$ cat config.mk
export PLATFORM = sky130hd
export DESIGN_NAME = multicycle_control_flat
export DESIGN_NICKNAME = d
export VERILOG_FILES = /design/src/rtl/multicycle_control_if.sv /design/src/rtl/multicycle_control.sv /design/src/flat_wrapper.sv
export SDC_FILE = /design/constraint.sdc
export NUM_CORES = 1
export LEC_CHECK = 0
export ABC_AREA = 1
export CORE_MARGIN = 3
export CORE_UTILIZATION = 35
export CTS_BUF_LIST = sky130_fd_sc_hd__clkbuf_4 sky130_fd_sc_hd__clkbuf_8 sky130_fd_sc_hd__clkbuf_16
export DETAILED_ROUTE_END_ITERATION = 8
export PLACE_DENSITY = 0.95
export SLEW_MARGIN = 15
export SYNTH_ARGS = -nofsm -noshare
export SYNTH_HDL_FRONTEND = slang
export SYNTH_SLANG_ARGS = --single-unit
$ cat constraint.sdc
create_clock -name clk -period 2.6 [get_ports clk]
set_clock_uncertainty 0.2 [all_clocks]
set_input_delay 0.39 -clock clk [delete_from_list [all_inputs] [get_ports clk]]
set_output_delay 0.39 -clock clk [all_outputs]
set_load 0.02 [all_outputs]
$ cat src/rtl/multicycle_control_if.sv
// Control-unit interface: instruction/memory status in, datapath strobes and selects out.
interface multicycle_control_if;
  logic [31:0] instructionWord;
  logic        mem_ready;
  logic        PCWrite, PCWriteCond, IorD, MemRead, memWrite, IRWrite;
  logic        MemToReg, RegDst, regWrite, ALUSrcA, Link, illegal_op;
  logic [1:0]  ALUSrcB, PCSource;
  logic [3:0]  ALUControl;
  logic [3:0]  state;

  modport master (
    input  instructionWord, mem_ready,
    output PCWrite, PCWriteCond, IorD, MemRead, memWrite, IRWrite,
    output MemToReg, RegDst, regWrite, ALUSrcA, Link, illegal_op,
    output ALUSrcB, PCSource, ALUControl, state
  );

  modport slave (
    output instructionWord, mem_ready,
    input  PCWrite, PCWriteCond, IorD, MemRead, memWrite, IRWrite,
    input  MemToReg, RegDst, regWrite, ALUSrcA, Link, illegal_op,
    input  ALUSrcB, PCSource, ALUControl, state
  );
endinterface

$ cat src/rtl/multicycle_control.sv
// Multicycle MIPS-style control FSM; one state per cycle, 3-5 cycles per instruction.
// FETCH, MEM_RD and MEM_WR hold while mem_ready is low; outputs decode from the state register.
module multicycle_control (
  input logic                  clk,
  input logic                  reset,
  multicycle_control_if.master bus
);

  typedef enum logic [3:0] {
    FETCH    = 4'd0,  DECODE = 4'd1,  MEM_ADDR = 4'd2, MEM_RD = 4'd3,
    MEM_WB   = 4'd4,  MEM_WR = 4'd5,  R_EXE    = 4'd6, R_WB   = 4'd7,
    BEQ      = 4'd8,  I_EXE  = 4'd9,  I_WB     = 4'd10, JAL   = 4'd11,
    JR       = 4'd12
  } state_t;

  state_t     stateQ;
  state_t     decodeNext;
  logic       decodeIllegal;
  logic [5:0] opcode;
  logic [5:0] funct;

  assign opcode    = bus.instructionWord[31:26];
  assign funct     = bus.instructionWord[5:0];
  assign bus.state = stateQ;

  always_comb begin
    decodeNext    = FETCH;
    decodeIllegal = 1'b0;
    case (opcode)
      6'b000000: begin
        case (funct)
          6'b001000: decodeNext = JR;
          6'b100000, 6'b100010, 6'b100100, 6'b100101,
          6'b100110, 6'b000000, 6'b000010, 6'b011000: decodeNext = R_EXE;
          default: decodeIllegal = 1'b1;
        endcase
      end
      6'b100011, 6'b101011: decodeNext = MEM_ADDR;
      6'b000100:            decodeNext = BEQ;
      6'b001000:            decodeNext = I_EXE;
      6'b000011:            decodeNext = JAL;
      default:              decodeIllegal = 1'b1;
    endcase
  end

  always_ff @(posedge clk) begin
    if (reset) begin
      stateQ <= FETCH;
    end else begin
      case (stateQ)
        FETCH:    if (bus.mem_ready) stateQ <= DECODE;
        DECODE:   stateQ <= decodeNext;
        MEM_ADDR: stateQ <= (opcode == 6'b101011) ? MEM_WR : MEM_RD;
        MEM_RD:   if (bus.mem_ready) stateQ <= MEM_WB;
        MEM_WR:   if (bus.mem_ready) stateQ <= FETCH;
        R_EXE:    stateQ <= R_WB;
        I_EXE:    stateQ <= I_WB;
        default:  stateQ <= FETCH;
      endcase
    end
  end

  always_comb begin
    bus.PCWrite     = 1'b0;
    bus.PCWriteCond = 1'b0;
    bus.IorD        = 1'b0;
    bus.MemRead     = 1'b0;
    bus.memWrite    = 1'b0;
    bus.IRWrite     = 1'b0;
    bus.MemToReg    = 1'b0;
    bus.RegDst      = 1'b0;
    bus.regWrite    = 1'b0;
    bus.ALUSrcA     = 1'b0;
    bus.Link        = 1'b0;
    bus.illegal_op  = 1'b0;
    bus.ALUSrcB     = 2'b00;
    bus.PCSource    = 2'b00;
    bus.ALUControl  = 4'b0000;
    case (stateQ)
      FETCH: begin
        bus.MemRead = 1'b1;
        bus.ALUSrcB = 2'b01;
        bus.IRWrite = bus.mem_ready;
        bus.PCWrite = bus.mem_ready;
      end
      DECODE: begin
        bus.ALUSrcB    = 2'b11;
        bus.illegal_op = decodeIllegal;
      end
      MEM_ADDR, I_EXE: begin
        bus.ALUSrcA = 1'b1;
        bus.ALUSrcB = 2'b10;
      end
      MEM_RD: begin
        bus.MemRead = 1'b1;
        bus.IorD    = 1'b1;
      end
      MEM_WB: begin
        bus.regWrite = 1'b1;
        bus.MemToReg = 1'b1;
      end
      MEM_WR: begin
        bus.memWrite = 1'b1;
        bus.IorD     = 1'b1;
      end
      R_EXE: begin
        bus.ALUSrcA = 1'b1;
        case (funct)
          6'b100010: bus.ALUControl = 4'b0001;
          6'b100100: bus.ALUControl = 4'b0010;
          6'b100101: bus.ALUControl = 4'b0011;
          6'b100110: bus.ALUControl = 4'b0100;
          6'b000000: bus.ALUControl = 4'b0101;
          6'b000010: bus.ALUControl = 4'b0110;
          6'b011000: bus.ALUControl = 4'b0111;
          default:   bus.ALUControl = 4'b0000;
        endcase
      end
      R_WB: begin
        bus.regWrite = 1'b1;
        bus.RegDst   = 1'b1;
      end
      BEQ: begin
        bus.ALUSrcA     = 1'b1;
        bus.ALUControl  = 4'b0001;
        bus.PCWriteCond = 1'b1;
        bus.PCSource    = 2'b01;
      end
      I_WB: bus.regWrite = 1'b1;
      JAL: begin
        bus.regWrite = 1'b1;
        bus.Link     = 1'b1;
        bus.PCWrite  = 1'b1;
        bus.PCSource = 2'b10;
      end
      JR: begin
        bus.PCWrite  = 1'b1;
        bus.PCSource = 2'b11;
      end
      default: ;
    endcase
    // Reset must not let a half-finished instruction write anything.
    if (reset) begin
      bus.PCWrite     = 1'b0;
      bus.PCWriteCond = 1'b0;
      bus.memWrite    = 1'b0;
      bus.IRWrite     = 1'b0;
      bus.regWrite    = 1'b0;
      bus.illegal_op  = 1'b0;
    end
  end

endmodule

$ cat src/flat_wrapper.sv
// flat-port wrapper written by rule: the top's interface ports become plain ports
module multicycle_control_flat 
  (clk, reset, bus_instructionWord, bus_mem_ready, bus_PCWrite, bus_PCWriteCond, bus_IorD, bus_MemRead, bus_memWrite, bus_IRWrite, bus_MemToReg, bus_RegDst, bus_regWrite, bus_ALUSrcA, bus_Link, bus_illegal_op, bus_ALUSrcB, bus_PCSource, bus_ALUControl, bus_state);
  multicycle_control_if bus_i ();
  input logic clk;
  input logic reset;
  input wire logic [$bits(bus_i.instructionWord)-1:0] bus_instructionWord;
  input wire logic [$bits(bus_i.mem_ready)-1:0] bus_mem_ready;
  output wire logic [$bits(bus_i.PCWrite)-1:0] bus_PCWrite;
  output wire logic [$bits(bus_i.PCWriteCond)-1:0] bus_PCWriteCond;
  output wire logic [$bits(bus_i.IorD)-1:0] bus_IorD;
  output wire logic [$bits(bus_i.MemRead)-1:0] bus_MemRead;
  output wire logic [$bits(bus_i.memWrite)-1:0] bus_memWrite;
  output wire logic [$bits(bus_i.IRWrite)-1:0] bus_IRWrite;
  output wire logic [$bits(bus_i.MemToReg)-1:0] bus_MemToReg;
  output wire logic [$bits(bus_i.RegDst)-1:0] bus_RegDst;
  output wire logic [$bits(bus_i.regWrite)-1:0] bus_regWrite;
  output wire logic [$bits(bus_i.ALUSrcA)-1:0] bus_ALUSrcA;
  output wire logic [$bits(bus_i.Link)-1:0] bus_Link;
  output wire logic [$bits(bus_i.illegal_op)-1:0] bus_illegal_op;
  output wire logic [$bits(bus_i.ALUSrcB)-1:0] bus_ALUSrcB;
  output wire logic [$bits(bus_i.PCSource)-1:0] bus_PCSource;
  output wire logic [$bits(bus_i.ALUControl)-1:0] bus_ALUControl;
  output wire logic [$bits(bus_i.state)-1:0] bus_state;
  assign bus_i.instructionWord = bus_instructionWord;
  assign bus_i.mem_ready = bus_mem_ready;
  assign bus_PCWrite = bus_i.PCWrite;
  assign bus_PCWriteCond = bus_i.PCWriteCond;
  assign bus_IorD = bus_i.IorD;
  assign bus_MemRead = bus_i.MemRead;
  assign bus_memWrite = bus_i.memWrite;
  assign bus_IRWrite = bus_i.IRWrite;
  assign bus_MemToReg = bus_i.MemToReg;
  assign bus_RegDst = bus_i.RegDst;
  assign bus_regWrite = bus_i.regWrite;
  assign bus_ALUSrcA = bus_i.ALUSrcA;
  assign bus_Link = bus_i.Link;
  assign bus_illegal_op = bus_i.illegal_op;
  assign bus_ALUSrcB = bus_i.ALUSrcB;
  assign bus_PCSource = bus_i.PCSource;
  assign bus_ALUControl = bus_i.ALUControl;
  assign bus_state = bus_i.state;
  multicycle_control u_core (.clk(clk), .reset(reset), .bus(bus_i));
endmodule
==> flow_summary.ini <==
[global_route]
track_usage_pct = 18.9
grt_pass1_vias = 1012
grt_max_degree = 9
antenna_found_initial = 0
grt-ovfl-total = 0
grt_pass1_wl_um = 3890

[placement]
portBuffers = 37
place_congestion = 0.904
dpl.hpwl_um = 2100
place_ws_ns = -0.369

[cells_and_area]
n_antenna_cell = 0
nNetsFinal = 234
syn2layout_area_growth_pct = 71.1
utilization_pct = 67.3
regArea_um2 = 82.6
drive_gt1_share_pct = 21.3
multi_input_area_um2 = 528
fill_cells = 154
largest_reg_flops = 4

[floorplanning]
pin_count = 59
start_util_pct = 39.3
rows = 15
fp.dieArea_um2 = 2650
die_h_um = 51.5
core-area_um2 = 1840
die_x_um = 51.5

[sta]
grt_setup_unrepaired = no
hold_violations = 0
max_freq_ghz = 0.401
drv_slew = 0
setup_ws_ns = 0.108
setup_tns_ns = 0
layout_min_cycle_time_ns = 2.49
fin_crit_sh_pct = 95.8
final-setup-viol-count = 0

[routing]
wl_met1_um = 948
drtIter0Drc = 26
wl_per_cell_um = 10.9
wl_met3_um = 138
post-route-drc-count = 0
wl_met2_um = 1300
routed_via_density = 4.87
vias = 1082
top_layer_used = met4
ant_nets = 0
routed_wl_um = 2430
first_pass_iters = 4

[job]
cap_violations = 0

[yosys]
synth_seq_cells = 4
synth-seq-area-share_pct = 11.1
syn_inst = 145
syn_area_per_cell_um2 = 4.99
synth_area_leaders = nor2_1 (16%), nand2_1 (15%), inv_1 (13%)
synth_cell_types = 22
syn-cell-area_um2 = 723
syn_nets = 180
ys_top_cells_by_count = nor2_1 (30), nand2_1 (28), inv_1 (26)
ys.flop_type = dfxtp_1
async_flop_share_pct = 0
synth_top_cell_by_area = nor2_1
synth_edf_count = 0
synth_most_common_cell = nor2_1
synth_top_area_share_pct = 15.6
yosys_warnings = 0

[setup_path]
cpPeakStageDelay_ns = 0.47
startpoint_type = input port
path_cells = clkdlybuf4s50_1 > nor2_1 > nand3_1 > o21ai_0 > or2_2 > nor3_1 > o21a_1 > buf_2
path_class = input port to output pin
rrSetupSlack_ns = 0.85
required_ns = 2.01
end_kind = output pin
cp_data_arrival_time_ns = 1.90
slowest_stage = clkdlybuf4s50_1
crit_fanout = 3

[pwr]
p_leak_nw = 0.672
p_per_area_nw_per_um2 = 237
power_mw = 0.294
vdd_drop_max_mv = 0.161

[cts]
htreeDepth = 1
insertion_delay_ns = 0.25
cts_tree = built
cts.sinks = 4
clockBufferDepth = 2
root_buffer = clkbuf_4
clk_pin_slew_ns = 0.03
cts_buffers = 3

[min_path]
hold_class = flip-flop to flip-flop

[run_status]
status = complete, no violations
-- what timing repair did --
action,4_1_cts,5_1_grt
cloned,0,0
setup endpoints to repair,5,7
resized for setup,8,14
hold buffers,0,0
buffers inserted,0,0
hold endpoints to repair,0,0
-- worst paths after layout --
| check | cells past startpoint | startpoint | to |
|---|---|---|---|
| max | 8 | bus_instructionWord[31] | bus_illegal_op |
| min | 2 | u_core.bus.state[0] | u_core.bus.state[0] |
| max reg2reg | 10 | u_core.bus.state[0] | u_core.bus.state[1] |
| min reg2reg | 2 | u_core.bus.state[0] | u_core.bus.state[0] |
-- kinds of logic after synthesis --
kind of cell / share of synthesized area [%]
simple gates: 58.1
buf+inv: 17.6
compound gates: 12.6
other cells: 0.519
flops: 11.1
-- where the power goes --
group,switching (mW),total (mW),internal (mW)
clock,0.0291,0.0810,0.0519
combinational,0.0765,0.142,0.0655
sequential,0.00672,0.0710,0.0642
total,0.112,0.294,0.182
-- placed cells by master, fill, tap and decap left out, drive strengths merged --
| cell | count |
|---|---|
| buf | 15 |
| nand2 | 29 |
| dlygate4sd2 | 1 |
| clkbuf | 6 |
| clkdlybuf4s50 | 31 |
| nor2 | 36 |
| o21a | 1 |
| o31ai | 1 |
| or2 | 1 |
| dfxtp | 4 |
| nor3b | 1 |
| a21oi | 5 |
| dlymetal6s2s | 1 |
| a31oi | 3 |
| nand3 | 16 |
| nor3 | 5 |
| o21ai | 5 |
| inv | 31 |
| nand4 | 4 |
| conb | 1 |
-- metal layers --
metal  up-vias  GRT usage, %
li1        555             -
met1       471          19.4
met2        48          37.1
met3         8          1.17
met4         0          10.0
met5         -             0
-- critical path: cells and delay by family --
family	cells	cell delay (ns)
compound gates	2	0.25
simple gates	4	0.63
buf+inv	2	0.63
-- area by class of cell --
| type | instances | area share, % |
|---|---|---|
| multi-input cells | 108 | 42.7 |
| repair buffers | 51 | 36.9 |
| inverters | 31 | 9.40 |
| flip-flops and latches | 4 | 6.67 |
| well taps | 25 | 2.53 |
| clock buffers | 3 | 1.82 |
-- metrics by stage --
stage                     hold slack [ns]  cell area, um2  instances
after floorplan                     0.381             723        145
after global placement              0.400            1220        219
after detailed placement            0.408            1220        219
after CTS                           0.417            1230        222
after global routing                0.467            1240        222
final                               0.433            1240        222
(Power assumes the default switching activity.)
